File: src/rtl/serv_rf_pkg.sv
`default_nettype none
// ============================================================================
// Module      : serv_rf_pkg
// Description : Shared types and helpers for the SERV register-file RAM.
// Revision    : 1.0 - initial release
// ============================================================================
package serv_rf_pkg;

    localparam int GPR_COUNT = 32;

    typedef enum logic [0:0] {
        CLEAR = 1'b0,
        READY = 1'b1
    } state_t;

    // Words needed to hold all GPRs plus CSR shadows, each 32 bits wide
    function automatic int rf_depth(input int width, input int csr_regs);
        return (GPR_COUNT + csr_regs) * 32 / width;
    endfunction

endpackage
`default_nettype wire

File: src/rtl/serv_rf_ram_array.sv
`default_nettype none
// ============================================================================
// Module      : serv_rf_ram_array
// Description : Plain synchronous-read memory, no reset, block-RAM friendly.
// Revision    : 1.0 - initial release
// ============================================================================
module serv_rf_ram_array #(
    parameter int DW    = 3,
    parameter int DEPTH = 576,
    parameter int AW    = 10
) (
    input  logic          i_clk,
    input  logic          i_we,
    input  logic [AW-1:0] i_waddr,
    input  logic [DW-1:0] i_wdata,
    input  logic [AW-1:0] i_raddr,
    output logic [DW-1:0] o_rdata
);

    logic [DW-1:0] r_mem [DEPTH];
    logic [DW-1:0] r_q;

    always_ff @(posedge i_clk) begin
        if (i_we) begin
            r_mem[i_waddr] <= i_wdata;
        end
        r_q <= r_mem[i_raddr];
    end

    assign o_rdata = r_q;

endmodule
`default_nettype wire

File: src/rtl/serv_rf_ram_ctrl.sv
`default_nettype none
// ============================================================================
// Module      : serv_rf_ram_ctrl
// Description : SERV RF RAM with zero-fill sweep, ready, write-first bypass.
//               Optional parity check enabled by SERV_RF_PARITY_EN.
// Revision    : 1.0 - initial release
// ============================================================================
module serv_rf_ram_ctrl
    import serv_rf_pkg::*;
#(
    parameter int WIDTH          = 2,
    parameter int CSR_REGS       = 4,
    parameter int DEPTH          = rf_depth(WIDTH, CSR_REGS),
    parameter int AW             = $clog2(DEPTH),
    parameter bit CLEAR_ON_RESET = 1'b1
) (
    input  logic             i_clk,
    input  logic             i_rst_n,
    input  logic             i_clr_req,
    output logic             o_ready,
    input  logic [AW-1:0]    i_waddr,
    input  logic [WIDTH-1:0] i_wdata,
    input  logic             i_wen,
    input  logic [AW-1:0]    i_raddr,
    output logic [WIDTH-1:0] o_rdata,
    output logic             o_perr
);

`ifdef SERV_RF_PARITY_EN
    localparam int c_dw = WIDTH + 1;
`else
    localparam int c_dw = WIDTH;
`endif
    localparam logic [AW:0]   c_depth     = (AW + 1)'(DEPTH);
    localparam logic [AW-1:0] c_last      = AW'(DEPTH - 1);
    localparam state_t        c_rst_state = CLEAR_ON_RESET ? CLEAR : READY;

    state_t            r_state;
    state_t            w_state_nxt;
    logic [AW-1:0]     r_clr_cnt;
    logic              w_ready;
    logic              w_sweep;
    logic              w_clr_start;
    logic              w_waddr_ok;
    logic              w_raddr_ok;
    logic              w_byp;
    logic              w_ram_we;
    logic [AW-1:0]     w_ram_waddr;
    logic [c_dw-1:0]   w_ram_wdata;
    logic [c_dw-1:0]   w_ram_q;
    logic              r_rd_mem;
    logic              r_rd_byp;
    logic [WIDTH-1:0]  r_byp_data;
    logic [WIDTH-1:0]  w_rdata;

    assign w_ready     = (r_state == READY);
    assign w_sweep     = (r_state == CLEAR);
    assign w_clr_start = w_ready & i_clr_req;
    assign w_waddr_ok  = ({1'b0, i_waddr} < c_depth);
    assign w_raddr_ok  = ({1'b0, i_raddr} < c_depth);
    assign w_byp       = i_wen & (i_waddr == i_raddr) & w_raddr_ok;

    always_ff @(posedge i_clk or negedge i_rst_n) begin
        if (!i_rst_n) begin
            r_state <= c_rst_state;
        end else begin
            r_state <= w_state_nxt;
        end
    end

    always_comb begin
        w_state_nxt = r_state;
        case (r_state)
            CLEAR:   if (r_clr_cnt == c_last) w_state_nxt = READY;
            READY:   if (i_clr_req) w_state_nxt = CLEAR;
            default: w_state_nxt = r_state;
        endcase
    end

    // Counter parks on the last address once the sweep is done
    always_ff @(posedge i_clk or negedge i_rst_n) begin
        if (!i_rst_n) begin
            r_clr_cnt <= '0;
        end else if (w_clr_start) begin
            r_clr_cnt <= '0;
        end else if (w_sweep && (r_clr_cnt != c_last)) begin
            r_clr_cnt <= r_clr_cnt + AW'(1);
        end
    end

    always_comb begin
        w_ram_we    = w_sweep | (w_ready & i_wen & w_waddr_ok);
        w_ram_waddr = w_sweep ? r_clr_cnt : i_waddr;
        w_ram_wdata = '0;
        if (!w_sweep) begin
`ifdef SERV_RF_PARITY_EN
            w_ram_wdata = {^i_wdata, i_wdata};
`else
            w_ram_wdata = i_wdata;
`endif
        end
    end

    serv_rf_ram_array #(
        .DW    (c_dw),
        .DEPTH (DEPTH),
        .AW    (AW)
    ) u_ram (
        .i_clk   (i_clk),
        .i_we    (w_ram_we),
        .i_waddr (w_ram_waddr),
        .i_wdata (w_ram_wdata),
        .i_raddr (i_raddr),
        .o_rdata (w_ram_q)
    );

    // Select flags are registered so o_rdata is a mux of flops only
    always_ff @(posedge i_clk or negedge i_rst_n) begin
        if (!i_rst_n) begin
            r_rd_mem   <= 1'b0;
            r_rd_byp   <= 1'b0;
            r_byp_data <= '0;
        end else begin
            r_rd_mem   <= w_ready & w_raddr_ok & ~w_byp;
            r_rd_byp   <= w_ready & w_byp;
            r_byp_data <= i_wdata;
        end
    end

    always_comb begin
        w_rdata = '0;
        if (w_ready) begin
            if (r_rd_byp) begin
                w_rdata = r_byp_data;
            end else if (r_rd_mem) begin
                w_rdata = w_ram_q[WIDTH-1:0];
            end
        end
    end

    assign o_rdata = w_rdata;
    assign o_ready = w_ready;

`ifdef SERV_RF_PARITY_EN
    logic r_perr;

    // Stored bit is even parity, so a clean word XORs to zero
    always_ff @(posedge i_clk or negedge i_rst_n) begin
        if (!i_rst_n) begin
            r_perr <= 1'b0;
        end else if (w_clr_start) begin
            r_perr <= 1'b0;
        end else if (w_ready && r_rd_mem && (^w_ram_q)) begin
            r_perr <= 1'b1;
        end
    end

    assign o_perr = r_perr;
`else
    assign o_perr = 1'b0;
`endif

endmodule
`default_nettype wire

File: config.mk
export PLATFORM = sky130hd
export DESIGN_NAME = serv_rf_ram_ctrl
export DESIGN_NICKNAME = d
export VERILOG_FILES = /design/src/rtl/serv_rf_pkg.sv /design/src/rtl/serv_rf_ram_array.sv /design/src/rtl/serv_rf_ram_ctrl.sv
export SDC_FILE = /design/constraint.sdc
export NUM_CORES = 1
export LEC_CHECK = 0
export ABC_AREA = 0
export BUFFER_PORTS_ARGS = -buffer_cell sky130_fd_sc_hd__buf_2
export CAP_MARGIN = 25
export CORE_MARGIN = 2
export CORE_UTILIZATION = 30
export CTS_CLUSTER_SIZE = 12
export DETAILED_ROUTE_END_ITERATION = 10
export PLACE_DENSITY_LB_ADDON = 0.1
export SYNTH_ARGS = -nofsm -noshare
export SYNTH_HDL_FRONTEND = slang
export SYNTH_SLANG_ARGS = --single-unit
File: constraint.sdc
create_clock -name i_clk -period 21.2 [get_ports i_clk]
set_clock_uncertainty 0.15 [all_clocks]
set_input_delay 1.06 -clock i_clk [delete_from_list [all_inputs] [get_ports i_clk]]
set_output_delay 1.06 -clock i_clk [all_outputs]
set_load 0.05 [all_outputs]
==> load_flow_metrics.sql, run 1 <==
INSERT INTO impl_metrics (metric_group, metric, value, unit) VALUES
('floorplanning', 'boundaryPins', '30', ''),
('route', 'via_per_inst', '5.19', ''),
('power_and_ir_drop', 'total_power', '4.87', 'mW'),
('placed_design', 'place.port_buffers', '28', ''),
('clocking', 'number_of_buffers_created_by_cts', '137', ''),
('finish', 'drive_above_1_share', '22.4', '%'),
('finish', 'antennaDiodeCount', '0', ''),
('global_routing', 'groute.usage.overall', '17.9', '%'),
('synth', 'post_synth_edffs', '1152', ''),
('clocking', 'clock_insertion_delay_worst_skew', '0.75', 'ns'),
('power_and_ir_drop', 'irDropWorstVdd', '0.0691', 'mV'),
('global_routing', 'grt_overflow', '0', ''),
('finish', 'layout_common_cells', 'edfxtp_1, nor2_1, mux4_2', ''),
('setup_path', 'worstPathArrival', '5.38', 'ns'),
('clocking', 'hold_buffers', '0', ''),
('finish', 'layout_commonest_cell', 'edfxtp_1', ''),
('synth', 'synth_seq_cells', '1169', ''),
('sta', 'max_slew_margin', '26.5', '%'),
('synth', 'synth_async_sr_flop_share', '1.28', '%'),
('clocking', 'post_cts_resize_count', '0', ''),
('sta', 'setup_tns', '0', 'ns'),
('placed_design', 'gpl.final_weighted_congestion', '0.784', ''),
('min_path', 'hold_path.class', 'in2async', ''),
('synth', 'yosys_warnings', '0', ''),
('status', 'run_status', 'finished clean', ''),
('sta', 'achievable_clock_frequency', '195', 'MHz'),
('floorplanning', 'die_area', '0.163', 'mm^2'),
('placed_design', 'dp_hpwl', '86700', 'um'),
('floorplanning', 'die-width', '404', 'um'),
('synth', 'mappedNetlistNets', '2731', ''),
('synth', 'post_syn_area', '0.0481', 'mm^2'),
('setup_path', 'worstPathRequired', '21.46', 'ns'),
('clocking', 'clkSlewWorstSetupHoldPaths', '0.06', 'ns'),
('power_and_ir_drop', 'leakage_power', '14.0', 'nW'),
('job', 'maxCapViolations', '0', ''),
('route', 'finalWirelength', '145000', 'um'),
('setup_path', 'critPathCaptureType', 'register', ''),
('clocking', 'post-cts-setup-buffers', '0', ''),
('global_routing', 'grt_pass1_vias', '27600', ''),
('clocking', 'cts-root-to-sink-buffers', '3', ''),
('sta', 'report.final.setup_viol', '0', ''),
('synth', 'post-synth-top-area-fraction', '72.0', '%'),
('sta', 'finalCriticalPeriod', '5.12', 'ns'),
('global_routing', 'grt_pass1_wl', '208000', 'um'),
('floorplanning', 'core_region_area', '0.159', 'mm^2'),
('finish', 'nets', '2790', ''),
('route', 'drt_iter0_drc', '2788', ''),
('global_routing', 'antenna_found_initial', '12', ''),
('clocking', 'cts_h_tree_depth', '4', ''),
('route', 'route.vias.total', '25700', ''),
('clocking', 'cts_tree', 'yes', ''),
('synth', 'synth_largest_area_cell', 'edfxtp_1', ''),
('floorplanning', 'die-height', '404', 'um'),
('synth', 'avg_inst_size_synth', '17.8', 'um^2'),
('route', 'firstDrtPassIters', '5', ''),
('sta', 'maxSlewViolCount', '0', ''),
('synth', 'yosysUniqueCellTypes', '56', ''),
('floorplanning', 'start_util', '30.3', '%'),
('synth', 'ys_seq_area_share', '72.8', '%'),
('setup_path', 'setup.worst_path.start_class', 'register', ''),
('synth', 'synth_top_flop_cell', 'edfxtp_1', ''),
('sta', 'period_share', '24.2', '%'),
('sta', 'report.final.hold_viol_count', '0', ''),
('floorplanning', 'num_rows', '146', ''),
('route', 'antenna_left', '0', ''),
('route', 'detail_route.drc_violations', '0', ''),
('setup_path', 'cp_class', 'reg2reg', ''),
('route', 'routed_wire_length_per_instance', '29.4', 'um'),
('synth', 'syn-instance-count', '2704', ''),
('sta', 'worst_slew_pin_slew', '1.10', 'ns'),
('clocking', 'clkSinkCount', '1169', ''),
('sta', 'grt_setup_unrepaired', 'false', ''),
('setup_path', 'timing.critical_path.fanout_max', '208', ''),
('clocking', 'clock_tree.root_cell', 'clkbuf_16', ''),
('synth', 'synth.area.top_cells', 'edfxtp_1, mux4_2, nor2_1', ''),
('power_and_ir_drop', 'power_per_cell_area', '88.6', 'mW/mm^2'),
('finish', 'syn_to_final_growth', '14.2', '%'),
('global_routing', 'grt_max_degree', '209', '');
## critical path, stage by stage, from the launching register on
cell and delay, ns:
dfrtp_1 0.32, buf_4 0.37, and2_4 0.81, buf_12 0.62, buf_4 0.55, buf_4 0.72, buf_4 0.85
## final timing paths
kind	slack, ns	cells after the start	from	endpoint
setup / recovery	16.08	6	o_ready	u_ram.r_mem[563][1]
hold / removal	0.07	1	i_rst_n	o_ready
setup reg to reg	16.08	6	o_ready	u_ram.r_mem[563][1]
hold reg to reg	0.43	1	r_clr_cnt[2]	r_clr_cnt[2]
max in group asynchronous	20.56	1	i_rst_n	r_clr_cnt[1]
min in group i_clk	0.29	1	i_wdata[1]	r_byp_data[1]
## flip-flops by register name (all words and copies together), names as in the netlist
name,flops
u_ram.r_mem,1152
r_clr_cnt,10
r_byp_data,2
u_ram.o_rdata,2
o_ready,1
r_rd_byp,1
r_rd_mem,1
## per-layer routing
layer | GRT usage (%) | vias to the layer above | wire [um]
met3 | 2.76 | 178 | 7530
met4 | 4.79 | 2 | 3160
met1 | 24.9 | 13900 | 64300
li1 | - | 10800 | -
met2 | 29.4 | 799 | 70200
met5 | 0 | - | 9
## Yosys cell counts, types with 4 or more instances
cell / number
buf_1: 12
dfrtp_1: 15
xnor2_1: 5
o211ai_1: 7
buf_6: 13
a311oi_1: 4
clkbuf_1: 122
o21ai_0: 21
or3_1: 5
and2_1: 6
nand2_1: 106
a221oi_1: 4
nor2b_1: 10
nor3_1: 16
nor4_1: 4
nand2b_1: 5
xor2_1: 4
a31oi_1: 8
nor2_1: 612
mux4_2: 328
inv_1: 11
o31ai_1: 5
mux2_2: 7
buf_4: 16
edfxtp_1: 1152
mux2i_1: 41
o32a_1: 5
nand4_1: 5
buf_2: 34
a21oi_1: 18
a22oi_1: 19
nand3_1: 39
## layout make-up
class,count,area [um^2]
fillers,14900,104000
multi-input cells,1325,12100
clock inverters,71,526
repair buffers,117,945
flip-flops and latches,1169,35000
well taps,2072,2590
inverters,13,48.8
clock buffers,172,3700
## where the power goes
| part | switching (mW) | leakage, nW | internal, mW |
|---|---|---|---|
| Sequential | 0.00129 | 8.56 | 2.50 |
| Clock | 0.941 | 2.06 | 1.30 |
| Combinational | 0.0758 | 3.36 | 0.0428 |
| Total | 1.02 | 14.0 | 3.85 |
## kinds of logic after synthesis
logic type,count (synthesis),synth area share (%)
multiplexers,376,16.4
buffers and inverters,210,2.06
other,1,0.00780
AO/OA/AOI/OAI,122,1.77
AND/OR/NAND/NOR,816,6.75
flip-flops,1169,72.8
adder cells (fa/ha/maj),1,0.0260
XOR/XNOR,9,0.164
## per-stage QoR
| stage | hold slack (ns) | setup slack (ns) | util, % | cell area (um^2) | instances |
|---|---|---|---|---|---|
| detailed placement | 0.422 | 15.26 | 31.9 | 50700 | 4696 |
| CTS | 0.0208 | 16.01 | 34.6 | 54900 | 4939 |
| global placement | 0.385 | 15.24 | 31.9 | 50600 | 4690 |
| finish | 0.0712 | 16.08 | 34.6 | 54900 | 4939 |
| floorplan | 0.344 | 10.39 | - | 48100 | 2704 |
| global route | 0.0681 | 15.57 | 34.6 | 54900 | 4939 |
Note: power is estimated with default switching activity, not from simulation.
==> run 2: changes to the inputs <==
==> constraint.sdc (replaced) <==
create_clock -name i_clk -period 4.5 [get_ports i_clk]
set_clock_uncertainty 0.15 [all_clocks]
set_input_delay 0.225 -clock i_clk [delete_from_list [all_inputs] [get_ports i_clk]]
set_output_delay 0.225 -clock i_clk [all_outputs]
set_load 0.05 [all_outputs]
==> load_flow_metrics.sql, run 2 (same netlist as run 1, synthesis figures left out) <==
INSERT INTO impl_metrics (metric_group, metric, value, unit) VALUES
('global_routing', 'grt_pass1_vias', '27500', ''),
('setup_path', 'cp_class', 'reg2reg', ''),
('global_routing', 'grt_max_degree', '129', ''),
('floorplanning', 'die-width', '404', 'um'),
('power_and_ir_drop', 'irDropWorstVdd', '0.355', 'mV'),
('finish', 'max_flop_register', 'u_ram.r_mem', ''),
('clocking', 'clock_tree.root_cell', 'clkbuf_16', ''),
('clocking', 'hold_buffers', '19', ''),
('route', 'drt_iter0_drc', '2407', ''),
('sta', 'period_share', '76.6', '%'),
('global_routing', 'grt_overflow', '0', ''),
('setup_path', 'timing.critical_path.mode_cell', 'nor2_1', ''),
('clocking', 'post_cts_resize_count', '0', ''),
('setup_path', 'timing.critical_path.slowest_cell_delay', '0.70', 'ns'),
('placed_design', 'dp_hpwl', '89500', 'um'),
('setup_path', 'worst_setup_path_startpoint', 'o_ready', ''),
('setup_path', 'crit_path_top_delay_cell', 'nand2_1', ''),
('finish', 'drive_above_1_share', '23.3', '%'),
('setup_path', 'r2r_slack', '1.05', 'ns'),
('route', 'finalWirelength', '145000', 'um'),
('global_routing', 'grt_pass1_wl', '206000', 'um'),
('placed_design', 'place.port_buffers', '28', ''),
('route', 'route.vias.total', '25700', ''),
('setup_path', 'critPathCaptureType', 'register', ''),
('finish', 'num-fill-cells', '14800', ''),
('min_path', 'hold_path.class', 'in2reg', ''),
('sta', 'setup_tns', '0', 'ns'),
('setup_path', 'worstPathArrival', '3.77', 'ns'),
('sta', 'achievable_clock_frequency', '290', 'MHz'),
('power_and_ir_drop', 'total_power', '22.8', 'mW'),
('sta', 'worst_slew_pin_slew', '1.10', 'ns'),
('clocking', 'clock_insertion_delay_worst_skew', '0.74', 'ns'),
('setup_path', 'critical_path.reg2reg.startpoint', 'o_ready', ''),
('finish', 'nets', '2851', ''),
('global_routing', 'groute.usage.overall', '17.9', '%'),
('global_routing', 'antenna_found_initial', '11', ''),
('clocking', 'cts_h_tree_depth', '4', ''),
('clocking', 'post-cts-setup-buffers', '0', ''),
('sta', 'max_slew_margin', '26.9', '%'),
('floorplanning', 'num_rows', '146', ''),
('floorplanning', 'boundaryPins', '30', ''),
('route', 'via_per_inst', '5.13', ''),
('status', 'run_status', 'finished clean', ''),
('setup_path', 'timing.critical_path.fanout_max', '19', ''),
('job', 'maxCapViolations', '0', ''),
('setup_path', 'timing.reg2reg.worst_path_depth', '6', ''),
('floorplanning', 'die_area', '0.163', 'mm^2'),
('floorplanning', 'core_region_area', '0.159', 'mm^2'),
('sta', 'report.final.hold_viol_count', '0', ''),
('power_and_ir_drop', 'power_per_cell_area', '410', 'mW/mm^2'),
('setup_path', 'worstPathRequired', '4.82', 'ns'),
('setup_path', 'rr_endpoint', 'u_ram.r_mem[202][1]', ''),
('finish', 'reg_top3', 'u_ram.r_mem (1152), r_clr_cnt (10)', ''),
('sta', 'maxSlewViolCount', '0', ''),
('clocking', 'cts-root-to-sink-buffers', '3', ''),
('sta', 'finalCriticalPeriod', '3.45', 'ns'),
('route', 'detail_route.drc_violations', '0', ''),
('clocking', 'cts_tree', 'yes', ''),
('sta', 'report.final.setup_viol', '0', ''),
('route', 'antenna_left', '0', ''),
('finish', 'layout_common_cells', 'edfxtp_1, nor2_1, mux4_2', ''),
('route', 'firstDrtPassIters', '5', ''),
('clocking', 'clkSinkCount', '1169', ''),
('route', 'routed_wire_length_per_instance', '29.0', 'um'),
('finish', 'antennaDiodeCount', '0', ''),
('placed_design', 'gpl.final_weighted_congestion', '0.828', ''),
('floorplanning', 'start_util', '30.3', '%'),
('clocking', 'number_of_buffers_created_by_cts', '136', ''),
('floorplanning', 'die-height', '404', 'um'),
('sta', 'grt_setup_unrepaired', 'false', ''),
('setup_path', 'cp_cell_sequence', 'clkinv_1 -> a21oi_1 -> nor2_1 -> nand2_1 -> buf_4 -> nor2_1', ''),
('finish', 'layout_commonest_cell', 'edfxtp_1', ''),
('setup_path', 'crit_path_end', 'u_ram.r_mem[202][1]', ''),
('clocking', 'clkSlewWorstSetupHoldPaths', '0.06', 'ns'),
('power_and_ir_drop', 'leakage_power', '14.3', 'nW'),
('finish', 'syn_to_final_growth', '15.6', '%'),
('finish', 'largest_register_ff_count', '1152', ''),
('setup_path', 'setup.worst_path.start_class', 'register', '');
[run 2: final cells by class]
class                      count  area [um^2]  area share (%)
timing repair buffer         179         1660            2.99
inverter                      13         48.8          0.0878
tap                         2072         2590            4.67
multi-input combinational   1325        12100            21.8
clock buffer                 176         3690            6.64
sequential                  1169        35000            63.0
clock inverter                67          458           0.824
[run 2: how the worst min path moves through the flow]
stage / cells after the start / slack, ns / start / endpoint
after floorplan: 0 / -0.22 / i_rst_n / o_ready
after global placement: 1 / -0.007 / i_rst_n / r_clr_cnt[4]
after detailed placement: 1 / 0.01 / i_rst_n / r_byp_data[1]
after CTS: 4 / 0.03 / i_raddr[9] / u_ram.o_rdata[0]
after global routing: 5 / 0.10 / i_raddr[9] / u_ram.o_rdata[1]
final: 4 / 0.10 / i_raddr[9] / u_ram.o_rdata[0]
[run 2: metal layers]
metal | track usage (%) | vias to the layer above | routed length, um
met1 | 24.6 | 13800 | 64500
li1 | - | 10900 | -
met2 | 29.2 | 743 | 70300
met5 | 0 | - | 21
met4 | 4.75 | 4 | 3030
met3 | 3.19 | 197 | 7460
[run 2: worst max-delay path: cells and delay by family, from the launching register on]
| kind | cells | cell delay, ns |
|---|---|---|
| AND/OR/NAND/NOR | 3 | 1.03 |
| flip-flops | 1 | 0.57 |
| AO/OA/AOI/OAI | 1 | 0.58 |
| buffers and inverters | 2 | 0.80 |
[run 2: power by group]
group / switching [mW] / internal [mW] / leakage [nW] / total (mW)
Clock: 4.37 / 6.00 / 2.02 / 10.4
Combinational: 0.360 / 0.239 / 3.70 / 0.599
Sequential: 0.00702 / 11.8 / 8.56 / 11.8
[run 2: per-stage QoR]
step	cells	hold slack [ns]	cell area (um^2)	setup slack, ns	util (%)
after floorplan	2704	-0.221	48100	0.0921	-
after global routing	5001	0.102	55600	0.739	35.0
final	5001	0.100	55600	1.05	35.0
after global placement	4739	-0.00721	51200	0.800	32.3
after CTS	5001	0.0328	55600	0.996	35.0
after detailed placement	4739	0.0101	51200	0.803	32.3
==> run 3: changes to the inputs <==
==> constraint.sdc (replaced) <==
create_clock -name i_clk -period 3.3 [get_ports i_clk]
set_clock_uncertainty 0.15 [all_clocks]
set_input_delay 0.165 -clock i_clk [delete_from_list [all_inputs] [get_ports i_clk]]
set_output_delay 0.165 -clock i_clk [all_outputs]
set_load 0.05 [all_outputs]
==> load_flow_metrics.sql, run 3 (same netlist as run 1, synthesis figures left out) <==
INSERT INTO impl_metrics (metric_group, metric, value, unit) VALUES
('global_routing', 'grt_pass1_wl', '210000', 'um'),
('sta', 'max_slew_margin', '38.8', '%'),
('placed_design', 'gpl.final_weighted_congestion', '0.809', ''),
('min_path', 'hp-start', 'i_raddr[9]', ''),
('sta', 'report.final.setup_viol', '0', ''),
('power_and_ir_drop', 'power_per_cell_area', '556', 'mW/mm^2'),
('clocking', 'clock_insertion_delay_worst_skew', '0.77', 'ns'),
('setup_path', 'worstPathRequired', '3.80', 'ns'),
('floorplanning', 'die-height', '404', 'um'),
('floorplanning', 'start_util', '30.3', '%'),
('finish', 'layout_commonest_cell', 'edfxtp_1', ''),
('finish', 'reg_top3', 'u_ram.r_mem (1152), r_clr_cnt (10)', ''),
('floorplanning', 'core_region_area', '0.159', 'mm^2'),
('floorplanning', 'boundaryPins', '30', ''),
('sta', 'period_share', '95.2', '%'),
('sta', 'maxSlewViolCount', '0', ''),
('route', 'finalWirelength', '149000', 'um'),
('clocking', 'clock_tree.root_cell', 'clkbuf_16', ''),
('setup_path', 'cp_class', 'reg2reg', ''),
('floorplanning', 'num_rows', '146', ''),
('setup_path', 'r2r_slack', '0.16', 'ns'),
('route', 'routed_wire_length_per_instance', '29.4', 'um'),
('finish', 'max_flop_register', 'u_ram.r_mem', ''),
('global_routing', 'antenna_found_initial', '16', ''),
('setup_path', 'critPathCaptureType', 'register', ''),
('sta', 'grt_setup_unrepaired', 'false', ''),
('power_and_ir_drop', 'leakage_power', '14.6', 'nW'),
('job', 'maxCapViolations', '0', ''),
('finish', 'layout_common_cells', 'edfxtp_1, nor2_1, mux4_2', ''),
('route', 'drt_iter0_drc', '2647', ''),
('sta', 'worst_slew_pin_slew', '0.919', 'ns'),
('status', 'run_status', 'finished clean', ''),
('route', 'route.vias.total', '26100', ''),
('route', 'detail_route.drc_violations', '0', ''),
('sta', 'worst_hold_margin', '0.108', 'ns'),
('sta', 'achievable_clock_frequency', '318', 'MHz'),
('min_path', 'min_delay_endpoint', 'u_ram.o_rdata[0]', ''),
('finish', 'finalNonFillerCells', '5052', ''),
('clocking', 'number_of_buffers_created_by_cts', '135', ''),
('floorplanning', 'die-width', '404', 'um'),
('route', 'via_per_inst', '5.16', ''),
('global_routing', 'grt_pass1_vias', '27700', ''),
('global_routing', 'grt_overflow', '0', ''),
('route', 'routed-wl-met2', '73100', 'um'),
('finish', 'syn_to_final_growth', '16.8', '%'),
('finish', 'drive_above_1_share', '24.8', '%'),
('min_path', 'hold-path-cell-count', '5', ''),
('clocking', 'clkSinkCount', '1169', ''),
('clocking', 'cts-root-to-sink-buffers', '3', ''),
('global_routing', 'grt_max_degree', '138', ''),
('setup_path', 'rr_endpoint', 'u_ram.o_rdata[1]', ''),
('setup_path', 'worstPathArrival', '3.64', 'ns'),
('setup_path', 'timing.reg2reg.worst_path_depth', '7', ''),
('global_routing', 'groute.usage.overall', '18.3', '%'),
('route', 'route.top_layer_used', 'met4', ''),
('placed_design', 'placed_instances', '4795', ''),
('clocking', 'clkSlewWorstSetupHoldPaths', '0.06', 'ns'),
('clocking', 'cts_tree', 'yes', ''),
('route', 'wl_met1', '63900', 'um'),
('route', 'antenna_left', '0', ''),
('route', 'detailroute.wirelength.met3', '8370', 'um'),
('setup_path', 'critical_path.reg2reg.startpoint', 'u_ram.r_mem[342][1]', ''),
('setup_path', 'timing.critical_path.fanout_max', '1', ''),
('power_and_ir_drop', 'irDropWorstVdd', '0.480', 'mV'),
('placed_design', 'dp_hpwl', '92300', 'um'),
('route', 'firstDrtPassIters', '6', ''),
('finish', 'nets', '2907', ''),
('min_path', 'hold_path.class', 'in2reg', ''),
('sta', 'finalCriticalPeriod', '3.14', 'ns'),
('floorplanning', 'die_area', '0.163', 'mm^2'),
('clocking', 'cts_h_tree_depth', '4', ''),
('sta', 'report.final.hold_viol_count', '0', ''),
('finish', 'largest_register_ff_count', '1152', ''),
('setup_path', 'setup.worst_path.start_class', 'register', ''),
('placed_design', 'place.port_buffers', '28', '');
-- run 3: timing repair --
item	in CTS	in global routing
endpoints found under the hold margin	93	0
resized for setup	0	0
hold buffers	20	0
buffers inserted	0	0
-- run 3: power by group --
group,internal (mW),leakage [nW],switching [mW]
Combinational,0.364,4.03,0.515
Sequential,16.1,8.56,0.00833
Clock,8.24,2.04,6.01
-- run 3: worst max-delay path by stage --
stage,endpoint,from,depth (start not counted)
2_1_floorplan,u_ram.r_mem[0][0],o_ready,5
3_3_place_gp,u_ram.o_rdata[0],i_raddr[1],8
3_5_place_dp,u_ram.o_rdata[0],i_raddr[1],8
4_1_cts,u_ram.o_rdata[1],u_ram.r_mem[115][1],8
5_1_grt,u_ram.o_rdata[1],u_ram.r_mem[115][1],8
6_report,u_ram.o_rdata[1],u_ram.r_mem[342][1],7
-- run 3: metrics by stage --
stage / total power [mW] / setup WS [ns] / setup TNS, ns / util (%) / area, um^2
4_1_cts: 31.6 / 0.119 / 0 / 35.4 / 56100
5_1_grt: 32.1 / 0.0362 / 0 / 35.4 / 56100
3_5_place_dp: 17.3 / 0.0778 / 0 / 32.6 / 51800
2_1_floorplan: 16.9 / -0.816 / -940.44 / - / 48100
3_3_place_gp: 17.3 / 0.0440 / 0 / 32.6 / 51800
6_report: 31.2 / 0.159 / 0 / 35.4 / 56100
-- run 3: critical path: stages, from the launching register on --
cell	delay, ns
edfxtp_1	0.37
mux4_2	0.47
mux4_2	0.47
o2111ai_1	0.34
o211a_1	0.20
and4_1	0.34
a311oi_1	0.12
dlygate4sd3_1	0.57
-- run 3: final cells by class --
type	instances	area, um^2
antenna	1	2.50
clock buffer	163	3610
clock inverter	73	542
fill	14800	103000
inverter	13	48.8
multi-input combinational	1325	12100
sequential	1169	35000
tap	2072	2590
timing repair buffer	236	2240
-- run 3: routing by layer --
layer | GRT usage (%) | up-vias
met5 | 0 | -
met4 | 4.82 | 0
met2 | 30.5 | 825
met1 | 24.6 | 14100
li1 | - | 11000
met3 | 3.37 | 195
